==> src/rtl/alu_pkg.sv <==
// Shared definitions for the execute-stage ALU: control codes and FSM encoding.
// The ALU control decoder uses these same constants.
package alu_pkg;

    localparam logic [2:0] ALU_ADD = 3'b000;
    localparam logic [2:0] ALU_SUB = 3'b001;
    localparam logic [2:0] ALU_AND = 3'b010;
    localparam logic [2:0] ALU_OR  = 3'b011;
    localparam logic [2:0] ALU_MUL = 3'b100;

    typedef enum logic {
        ST_IDLE = 1'b0,
        ST_MUL  = 1'b1
    } alu_state_t;

endpackage

==> src/rtl/mul_step.sv <==
// One shift-add multiplier iteration: adds the partial products selected by the
// low multiplier bits into the accumulator.
module mul_step #(
    parameter int unsigned WIDTH = 32,
    parameter int unsigned BITS  = 1
) (
    input  logic [WIDTH-1:0] i_acc,
    input  logic [WIDTH-1:0] i_mcand,
    input  logic [BITS-1:0]  i_mbits,
    output logic [WIDTH-1:0] o_acc
);

    logic [WIDTH-1:0] w_sum;

    always_comb begin
        w_sum = i_acc;
        for (int b = 0; b < int'(BITS); b++) begin
            if (i_mbits[b]) begin
                w_sum = w_sum + (i_mcand << b);
            end
        end
    end

    assign o_acc = w_sum;

endmodule

==> src/rtl/alu_multicycle.sv <==
// Execute-stage ALU: single-cycle add/sub/and/or, iterative shift-add multiply
// that requests a pipeline stall while it runs. Result and zero flag registered.
module alu_multicycle
    import alu_pkg::*;
#(
    parameter int unsigned WIDTH              = 32,
    parameter int unsigned MUL_BITS_PER_CYCLE = 1
) (
    input  logic             clk_i,
    input  logic             rst_i,
    input  logic             flush_i,
    input  logic             valid_i,
    input  logic [2:0]       ALUCtrl_i,
    input  logic [WIDTH-1:0] data1_i,
    input  logic [WIDTH-1:0] data2_i,
    output logic [WIDTH-1:0] data_o,
    output logic             zero_o,
    output logic             valid_o,
    output logic             busy_o
);

    localparam int unsigned N     = WIDTH / MUL_BITS_PER_CYCLE;
    localparam int unsigned CNT_W = $clog2(N + 1);

    alu_state_t         r_state, w_state_nxt;
    logic [WIDTH-1:0]   r_acc, w_acc_nxt;
    logic [WIDTH-1:0]   r_mcand, w_mcand_nxt;
    logic [WIDTH-1:0]   r_mplier, w_mplier_nxt;
    logic [CNT_W-1:0]   r_count, w_count_nxt;
    logic [WIDTH-1:0]   r_data, w_data_nxt;
    logic               r_zero, w_zero_nxt;
    logic               r_valid, w_valid_nxt;
    logic [WIDTH-1:0]   w_alu_res;
    logic [WIDTH-1:0]   w_acc_step;

    mul_step #(
        .WIDTH (WIDTH),
        .BITS  (MUL_BITS_PER_CYCLE)
    ) u_mul_step (
        .i_acc   (r_acc),
        .i_mcand (r_mcand),
        .i_mbits (r_mplier[MUL_BITS_PER_CYCLE-1:0]),
        .o_acc   (w_acc_step)
    );

    // Single-cycle datapath; illegal codes yield zero.
    always_comb begin
        w_alu_res = '0;
        case (ALUCtrl_i)
            ALU_ADD: w_alu_res = data1_i + data2_i;
            ALU_SUB: w_alu_res = data1_i - data2_i;
            ALU_AND: w_alu_res = data1_i & data2_i;
            ALU_OR:  w_alu_res = data1_i | data2_i;
            default: w_alu_res = '0;
        endcase
    end

    always_ff @(posedge clk_i) begin
        if (rst_i) begin
            r_state  <= ST_IDLE;
            r_acc    <= '0;
            r_mcand  <= '0;
            r_mplier <= '0;
            r_count  <= '0;
            r_data   <= '0;
            r_zero   <= 1'b0;
            r_valid  <= 1'b0;
        end else begin
            r_state  <= w_state_nxt;
            r_acc    <= w_acc_nxt;
            r_mcand  <= w_mcand_nxt;
            r_mplier <= w_mplier_nxt;
            r_count  <= w_count_nxt;
            r_data   <= w_data_nxt;
            r_zero   <= w_zero_nxt;
            r_valid  <= w_valid_nxt;
        end
    end

    always_comb begin
        w_state_nxt  = r_state;
        w_acc_nxt    = r_acc;
        w_mcand_nxt  = r_mcand;
        w_mplier_nxt = r_mplier;
        w_count_nxt  = r_count;
        w_data_nxt   = r_data;
        w_zero_nxt   = r_zero;
        w_valid_nxt  = 1'b0;

        if (flush_i) begin
            w_state_nxt = ST_IDLE;
        end else begin
            case (r_state)
                ST_IDLE: begin
                    if (valid_i) begin
                        if (ALUCtrl_i == ALU_MUL) begin
                            w_acc_nxt    = '0;
                            w_mcand_nxt  = data1_i;
                            w_mplier_nxt = data2_i;
                            w_count_nxt  = CNT_W'(N);
                            w_state_nxt  = ST_MUL;
                        end else begin
                            w_data_nxt  = w_alu_res;
                            w_zero_nxt  = (w_alu_res == '0);
                            w_valid_nxt = 1'b1;
                        end
                    end
                end
                ST_MUL: begin
                    // Issue requests in this state are held off by the hazard unit.
                    w_acc_nxt    = w_acc_step;
                    w_mcand_nxt  = r_mcand << MUL_BITS_PER_CYCLE;
                    w_mplier_nxt = r_mplier >> MUL_BITS_PER_CYCLE;
                    w_count_nxt  = r_count - CNT_W'(1);
                    if (r_count == CNT_W'(1)) begin
                        w_data_nxt  = w_acc_step;
                        w_zero_nxt  = (w_acc_step == '0);
                        w_valid_nxt = 1'b1;
                        w_state_nxt = ST_IDLE;
                    end
                end
                default: w_state_nxt = ST_IDLE;
            endcase
        end
    end

    assign data_o  = r_data;
    assign zero_o  = r_zero;
    assign valid_o = r_valid;
    assign busy_o  = (r_state == ST_MUL) ||
                     (valid_i && (ALUCtrl_i == ALU_MUL) && (r_state == ST_IDLE));

endmodule

==> config.mk <==
export PLATFORM = sky130hd
export DESIGN_NAME = alu_multicycle
export DESIGN_NICKNAME = d
export VERILOG_FILES = /design/src/rtl/alu_pkg.sv /design/src/rtl/mul_step.sv /design/src/rtl/alu_multicycle.sv
export SDC_FILE = /design/constraint.sdc
export NUM_CORES = 1
export LEC_CHECK = 0
export ABC_AREA = 0
export CAP_MARGIN = 0
export CORE_MARGIN = 2
export CORE_UTILIZATION = 45
export CTS_CLUSTER_SIZE = 40
export DETAILED_ROUTE_END_ITERATION = 10
export PLACE_DENSITY = 0.76
export SETUP_SLACK_MARGIN = 0.2
export SLEW_MARGIN = 10
export SYNTH_ARGS = -nofsm -noshare
export SYNTH_HDL_FRONTEND = slang
export SYNTH_HIERARCHICAL = 1
export SYNTH_SLANG_ARGS = --single-unit
==> constraint.sdc <==
create_clock -name clk_i -period 15.4 [get_ports clk_i]
set_input_delay 4.62 -clock clk_i [delete_from_list [all_inputs] [get_ports clk_i]]
set_output_delay 4.62 -clock clk_i [all_outputs]
set_load 0.05 [all_outputs]
==> metrics.md <==
| Metric | Value |
|---|---|
| Fmax achieved | `85.2 MHz` |
| Worst Setup SP | `ALUCtrl_i[2]` |
| PwrDens | `79.9 nW/µm²` |
| Post-CTS setup buffers | `0` |
| Crit path max-delay family | `buffers and inverters` |
| Crit end category | `output pin` |
| Crit-path cells | `clkdlybuf4s50_1 > buf_4 > nor3b_1 > a21oi_1 > inv_1 > clkdlybuf4s50_1` |
| Final WS setup | `3660 ps` |
| Tot GR Track Use | `26.9%` |
| Layout cells sized above 1 | `5.85%` |
| Core area | `25,100 µm²` |
| H-tree Lvls | `4` |
| Initial Util | `45.6%` |
| Async S/R FF share, synth | `0%` |
| Post-CTS sizing | `0` |
| HPWL Detailed | `26,800 µm` |
| Final Critical Period | `11,740 ps` |
| Period utilization | `76.3%` |
| Gpl congestion | `0.936` |
| Slowest CP cell | `clkdlybuf4s50_1` |
| Nets | `1,667` |
| First-pass GRT wire length | `57,600 µm` |
| Vias per cell | `6.21` |
| Crit Path Class | `in -> out` |
| Met1 Track Usage GR | `37.9%` |
| Routed WL | `36,000 µm` |
| Startpoint Class | `input pin` |
| Number of DRC markers in iteration 0 | `1,161` |
| Register area | `2750 µm²` |
| Cell Area, Synth | `11,400 µm²` |
| Worst Path Buf+Inv | `4` |
| Pre-CTS setup slack | `3710 ps` |
| Reg2reg start | `r_mcand[0]` |
| # setup viols final | `0` |
| Clock Sinks | `137` |
| WL/cell | `19.3 µm` |
| Mean Syn Cell Area | `7.61 µm²` |
| Io pins | `106` |
| Worst Tran Pin Value | `1070 ps` |
| GR Layer Usage met2 | `43.1%` |
| Placed instance count | `1,838` |
| Cells after Synth | `1,505` |
| CP required | `10,780 ps` |
| Net count after synthesis | `1,645` |
| CTS root buf | `clkbuf_16` |
| Vias | `11,600` |
| #FFs+latches synth | `137` |
| # rows | `58` |
| Initial antenna violation count | `0` |
| PortBufs | `105` |
| Biggest cell delay along the critical path | `800 ps` |
| Router iterations before antenna repair | `6` |
| Post-DP Area | `12,600 µm²` |
| Unrepaired setup endpoints after global routing | `no` |
| HP Start | `data_o[10]` |
| Post-route DRC | `0` |
| Ys Warns | `6` |
| Type of the worst min-delay path | `reg -> reg` |
| Critical Path Fanout Max | `18` |
| Status | `complete, no violations` |
| Final Cell Area | `13,100 µm²` |
| Worst clock skew | `9.75 ps` |
| Leading area contributor after synthesis | `dfxtp_1` |
| Grt peak-use layer | `met2` |
| Setup TNS | `0 ps` |
| # diodes | `0` |
| Die W | `164 µm` |
| Final Hold Viols | `0` |
| Worst VDD drop | `0.0676 mV` |
| Clock Latency Late Sink | `430 ps` |
| Layout area overhead | `14.7%` |
| Maxcap violations | `0` |
| Vias in the first global route | `10,700` |
| Clock Pin Slew Worst Setup and Hold Paths | `60 ps` |
| Largest net degree at the start of global routing | `93` |
| Multi-input gate area | `8170 µm²` |
| Slew HR | `26.5%` |
| Pleak | `4.75 nW` |
| TritonCTS clock tree | `yes` |
| Sequential area share after synthesis | `24.0%` |
| Final number of max-transition violations | `0` |
| Fillers | `2,484` |
| Ys flop type | `dfxtp_1` |
| Die height | `164 µm` |
| Synth area leaders | `dfxtp_1, ha_1, nor2_1, mux2i_1, a211oi_1` |
| Non-filler cells, final | `1,869` |
| Post-synth EDFFs | `0` |
| Worst path most repeated cell | `clkdlybuf4s50_1` |
| GR Util met3 | `3.63%` |
| Clk buf depth | `2` |
| GR Overflow Total | `0` |
| CTS buffer count | `17` |
| Hold Buf Count CTS | `0` |
| Die ar. | `26,700 µm²` |
| Critical path arrival | `7120 ps` |
| Synth top area share | `24.0%` |
| Post-route ant nets | `0` |
| Distinct cells, synth | `81` |
## layout make-up
type                    instances  share of cell area [%]
clock inverters                10                   0.734
repair buffers                120                    8.81
clock buffers                  21                    3.51
inverters                      23                   0.658
flip-flops and latches        137                    20.9
multi-input cells            1228                    62.2
well taps                     330                    3.14
## per-stage QoR
| stage | utilization [%] | total power, W | hold WS (ps) |
|---|---|---|---|
| final | 52.3 | 0.00105 | 450 |
| after CTS | 52.3 | 0.00105 | 453 |
| after global placement | 50.1 | 0.000644 | 442 |
| after detailed placement | 50.1 | 0.000647 | 445 |
| after floorplan | - | 0.000564 | 465 |
| after global routing | 52.3 | 0.00109 | 473 |
## power breakdown
part | internal (W) | switching [W] | total (W)
sequential | 0.000365 | 0.00000825 | 0.000373
combinational | 0.000103 | 0.000171 | 0.000274
clock | 0.000230 | 0.000172 | 0.000402
## worst min-delay path: stages, from the launching register on
cell,delay (ps)
dfxtp_1,310
nand2_1,50
a21oi_1,50
## worst paths after layout
path / end / slack (ps) / depth (start not counted)
max: busy_o / 3660 / 6
min: data_o[10] / 450 / 2
max reg2reg: zero_o / 11310 / 14
min reg2reg: data_o[10] / 450 / 2
## cells in the final DEF (no fill, tap or decap), types with 36 or more instances in the layout
cell / n
a211oi_1: 82
nor2_1: 190
clkdlybuf4s50_1: 103
nand2_1: 119
mux2i_1: 70
nor3_1: 40
dfxtp_1: 135
a21oi_1: 119
ha_1: 67
a22oi_1: 36
o21ai_0: 68
xnor2_1: 39
## synthesized netlist by cell type (4+ instances only)
| master | number |
|---|---|
| inv_1 | 23 |
| a31oi_1 | 17 |
| a211o_1 | 4 |
| a21oi_1 | 119 |
| nand3_1 | 32 |
| nand4_1 | 22 |
| o2111ai_1 | 5 |
| nor4_1 | 18 |
| or3_1 | 8 |
| o21ai_1 | 6 |
| nand3b_1 | 4 |
| nor2b_1 | 11 |
| a2111oi_0 | 5 |
| o31ai_1 | 12 |
| buf_1 | 9 |
| ha_1 | 67 |
| o21bai_1 | 6 |
| dfxtp_1 | 137 |
| mux2i_1 | 70 |
| maj3_1 | 16 |
| o22ai_1 | 6 |
| clkbuf_1 | 96 |
| a311oi_1 | 5 |
| nand2_1 | 119 |
| xor2_1 | 27 |
| and4_1 | 5 |
| and3_1 | 15 |
| nor2_1 | 192 |
| o211a_1 | 4 |
| a21o_1 | 17 |
| a211oi_1 | 82 |
| nor3_1 | 40 |
| mux2_2 | 22 |
| o21ai_0 | 69 |
| or4_1 | 4 |
| buf_4 | 4 |
| o211ai_1 | 21 |
| a311o_1 | 4 |
| a21boi_0 | 4 |
| nand2b_1 | 16 |
| and2_1 | 10 |
| o21a_1 | 9 |
| a22oi_1 | 36 |
| xnor2_1 | 39 |
| buf_2 | 8 |
## cell families (layout without fill, tap and decap cells)
kind of cell | after synthesis | after routing | synth area share (%)
AOI/OAI and AO/OA | 466 | 466 | 27.5
buffers and inverters | 140 | 174 | 4.81
muxes | 92 | 92 | 8.28
xor gates and xnor gates | 66 | 66 | 5.05
adders and majority gates | 85 | 85 | 9.07
DFF | 137 | 137 | 24.0
and+or+nand+nor | 519 | 519 | 21.4
## sequential cells by signal, summed over array words and instances, names as in the netlist
signal	count
r_acc	32
data_o	32
r_mplier	32
r_state	1
valid_o	1
zero_o	1
r_count	6
r_mcand	32
## routing by layer
layer	up-vias	routed length (µm)
li1	5646	-
met1	5460	16600
met2	438	16200
met3	70	2360
met4	0	909
met5	-	0
(Power assumes the default switching activity.)
==> edit 1: new RTL, config.mk and constraints unchanged <==
`WIDTH` is set to 32 in 2 places; all go to 16.
--- a/src/rtl/mul_step.sv
+++ b/src/rtl/mul_step.sv
@@ -2,5 +2,5 @@
 // low multiplier bits into the accumulator.
 module mul_step #(
-    parameter int unsigned WIDTH = 32,
+    parameter int unsigned WIDTH = 16,
     parameter int unsigned BITS  = 1
 ) (
--- a/src/rtl/alu_multicycle.sv
+++ b/src/rtl/alu_multicycle.sv
@@ -4,5 +4,5 @@
     import alu_pkg::*;
 #(
-    parameter int unsigned WIDTH              = 32,
+    parameter int unsigned WIDTH              = 16,
     parameter int unsigned MUL_BITS_PER_CYCLE = 1
 ) (
Ports: changed (resized data1_i, data2_i and data_o); port bits go from 106 to 58. The function was not compared with the original's and may differ.
==> edit 1 against the unedited design <==
- setup slack improved by 0.31 ns
- sequential cell count shrank 65
- wire length fell by 55%
- clock power down 44%
- cell count shrank 54%
- fmax grew 2.8%
- register-to-register slack improved by 0.53 ns
- synthesized area down 52%
- hold slack better by 0.0047 ns
- final area decreased by 51%
- total power shrank 48%
- critical endpoint unchanged
==> edit 1: results (changes against the unedited design) <==
stage,metric,value,unit,change
detailed_routing,Via-to-Cell Ratio,6.25,,was 6.21
pwr,switching share of power,0.299,,was 0.335
detailed_routing,vias,5419,,was 11600
yosys,"Seq/Total Area, Yosys",0.263,,was 0.240
finish,share of cells above drive strength 1,0.0597,,was 0.0585
timing,final worst clock skew,0.00604,ns,was 0.00975 ns
pwr,Seq group,0.196,mW,was 0.373 mW
worst_setup_path,R2R depth,13,,was 14
detailed_routing,DRT Wirelength,16.4,mm,was 36.0 mm
worst_setup_path,Worst Setup SP,ALUCtrl_i[1],,was ALUCtrl_i[2]
clock_tree,worst-skew pair later-pin latency,0.35,ns,was 0.43 ns
pwr,Max rail drop VDD,50.7,uV,was 67.6 uV
yosys,mux contribution to synthesized area,0.0830,,was 0.0828
placed_design,Place WS,4.00,ns,was 3.71 ns
global_route,vias in the first global route,5044,,was 10700
yosys,ranking of synthesized cells by area,"dfxtp_1, ha_1, mux2i_1, nor2_1, a211oi_1",,"was dfxtp_1, ha_1, nor2_1, mux2i_1, a211oi_1"
worst_hold_path,hold_sp,data_o[8],,was data_o[10]
yosys,Post-Synth Adder-Cell Area,0.109,,was 0.0907
clock_tree,htree depth,3,,was 4
global_route,largest net degree at the start of global routing,63,,was 93
yosys,Syn Area/Cell,8.03,um2,was 7.61 um2
yosys,XOR/XNOR Fraction of Synth Area,0.0479,,was 0.0505
yosys,Compound-Gate Fraction of Synth Area,0.265,,was 0.275
clock_tree,Num CTS Buffers,9,,was 17
outcome,status,"complete, no violations",,unchanged
pwr,static leakage,2.40,nW,was 4.75 nW
pwr,combinational power,0.129,mW,was 0.274 mW
global_route,gr usage total,0.257,,was 0.269
yosys,Mapped Nets,759,,was 1645
placed_design,GPL Wtd Cong,0.923,,was 0.936
yosys,Synth cell types,72,,was 81
## edit 1: cell count changes after synthesis, sizes merged, moves of 31 or more
cell and change:
dfxtp -65, a211oi -46, nor2 -106, ha -32, a22oi -31, mux2i -35
clkbuf -65, a21oi -67, nand2 -68, o21ai -46
## edit 1: path summary, 6_finish.rpt
path                to  slack (ns)
min reg2reg  data_o[8]        0.46
max reg2reg     zero_o       11.84
min          data_o[8]        0.46
max             busy_o        3.97
## edit 1: final cells by class
| cell class | count | area (um2) |
|---|---|---|
| clock buffers | 11 | 233 |
| clock inverters | 5 | 81.3 |
| fillers | 1124 | 5540 |
| inverters | 23 | 86.3 |
| multi-input cells | 548 | 3800 |
| flip-flops and latches | 72 | 1440 |
| well taps | 147 | 184 |
| repair buffers | 61 | 596 |
## edit 1: per-layer routing
metal	part of all wire	vias to the layer above	GRT usage
met5	0	-	0
met4	0.022	0	0.0935
met3	0.052	20	0.0418
met2	0.48	169	0.418
met1	0.45	2619	0.344
li1	-	2611	-
==> edit 2: new RTL, config.mk and constraints unchanged <==
Made on the original files. Register the output `data_o` once more, with the module's reset; this adds one clock of latency there. The other outputs are not delayed to match.
--- a/src/rtl/alu_multicycle.sv
+++ b/src/rtl/alu_multicycle.sv
@@ -125,5 +125,11 @@
     end
 
-    assign data_o  = r_data;
+    always_ff @(posedge clk_i) begin
+        if (rst_i) begin
+            data_o <= '0;
+        end else begin
+            data_o <= r_data;
+        end
+    end
     assign zero_o  = r_zero;
     assign valid_o = r_valid;
Function: changed (a bounded check fails within 4 cycles, from zero or initial values and one cycle with rst_i high).
==> edit 2 against the unedited design <==
- setup slack gained 0.55 ns
- final area grew 6.1%
- wire length grew 6.9%
- cell count grew 2.2%
- fmax grew 5.0%
- total power grew 13%
- sequential cell count grew 32
- synthesized area grew 6.3%
- critical path type unchanged
- critical endpoint unchanged
- largest cell class unchanged
==> edit 2: results (changes against the unedited design) <==
stage,metric,value,unit,change
placed_design,Placed Area,13300,um2,was 12600 um2
detailed_routing,vias,11900,,was 11600
finish,Final #Nets,1696,,was 1667
finish,Non-clock buffer share,0.0819,,was 0.0881
placed_design,GPL Wtd Cong,0.959,,was 0.936
finish,multi-input gates,1222,,was 1228
finish,# fillers,2546,,was 2484
pwr,static leakage,5.14,nW,was 4.75 nW
finish,finished layout cell area,13900,um2,was 13100 um2
detailed_routing,First-pass DRT Iterations,5,,was 6
detailed_routing,DRT Wirelength,38.5,mm,was 36.0 mm
yosys,Synth cell types,93,,was 81
global_route,first-pass GRT wire length,61.3,mm,was 57.6 mm
worst_setup_path,"Arr. time, crit path",6.57,ns,was 7.12 ns
yosys,"flops & latches, synth",169,,was 137
clock_tree,htree depth,4,,unchanged
yosys,mux contribution to synthesized area,0.0789,,was 0.0828
finish,Clock-cell share,0.0455,,was 0.0424
global_route,vias in the first global route,11100,,was 10700
yosys,XOR/XNOR Fraction of Synth Area,0.0518,,was 0.0505
placed_design,Final HPWL DP,28.7,mm,was 26.8 mm
finish,fraction of area in multi-input gates,0.591,,was 0.622
yosys,Post-Synth Adder-Cell Area,0.0886,,was 0.0907
finish,share of cells above drive strength 1,0.0656,,was 0.0585
yosys,Compound-Gate Fraction of Synth Area,0.253,,was 0.275
global_route,gr usage total,0.272,,was 0.269
pwr,switching share of power,0.343,,was 0.335
clock_tree,worst-skew pair later-pin latency,0.45,ns,was 0.43 ns
outcome,status,"complete, no violations",,unchanged
pwr,Max rail drop VDD,76.5,uV,was 67.6 uV
finish,sequential cell area share,0.243,,was 0.209
timing,final worst clock skew,0.0124,ns,was 0.00975 ns
global_route,largest net degree at the start of global routing,94,,was 93
-- edit 2: cell count changes after synthesis, moves of 7 or more --
cell	delta
dfxtp_1	+32
nor2b_1	+31
clkbuf_1	-16
nand2_1	-13
nand3_1	-13
a21oi_1	-11
nor3_1	-11
nor2_1	-7
xor2_1	+7
-- edit 2: power by group through the flow --
stage                     clock network (mW)  logic, mW  registers (mW)
after global placement                     0      0.261           0.468
final                                  0.458      0.271           0.458
after floorplan                            0      0.170           0.476
after global routing                   0.483      0.293           0.460
after CTS                              0.463      0.265           0.458
after detailed placement                   0      0.263           0.469
-- edit 2: kinds of logic after synthesis --
kind of cell,Yosys count
fa+ha+maj,89
compound gates,460
mux,93
flops,169
buf+inv,133
xor+xnor,72
simple gates,508
-- edit 2: stage by stage --
stage	util	std cells	setup WS, ns
final	0.521	1910	4.21
after global routing	0.521	1910	4.12
after CTS	0.521	1910	4.21
after detailed placement	0.497	1878	4.22
after global placement	0.497	1878	4.22
after floorplan	-	1524	4.83
-- edit 2: metal layers --
layer | vias up | GRT usage | part of all wire
met5 | - | 0 | 0
met4 | 0 | 0.0918 | 0.028
met3 | 69 | 0.0468 | 0.088
met2 | 552 | 0.429 | 0.44
met1 | 5609 | 0.376 | 0.44
li1 | 5702 | - | -
-- edit 2: final timing paths --
| kind | end | slack, ns | cells after the start | startpoint |
|---|---|---|---|---|
| setup / recovery | busy_o | 4.21 | 6 | ALUCtrl_i[1] |
| hold reg to reg | r_data[4] | 0.45 | 2 | r_data[4] |
| hold / removal | r_data[4] | 0.45 | 2 | r_data[4] |
| setup reg to reg | zero_o | 11.09 | 15 | r_mcand[0] |
-- edit 2: critical path, stage by stage --
cell and delay (ns):
clkdlybuf4s50_1 0.45, buf_4 0.25, nor2_1 0.09, a31oi_1 0.36, inv_1 0.09, clkdlybuf4s50_1 0.71
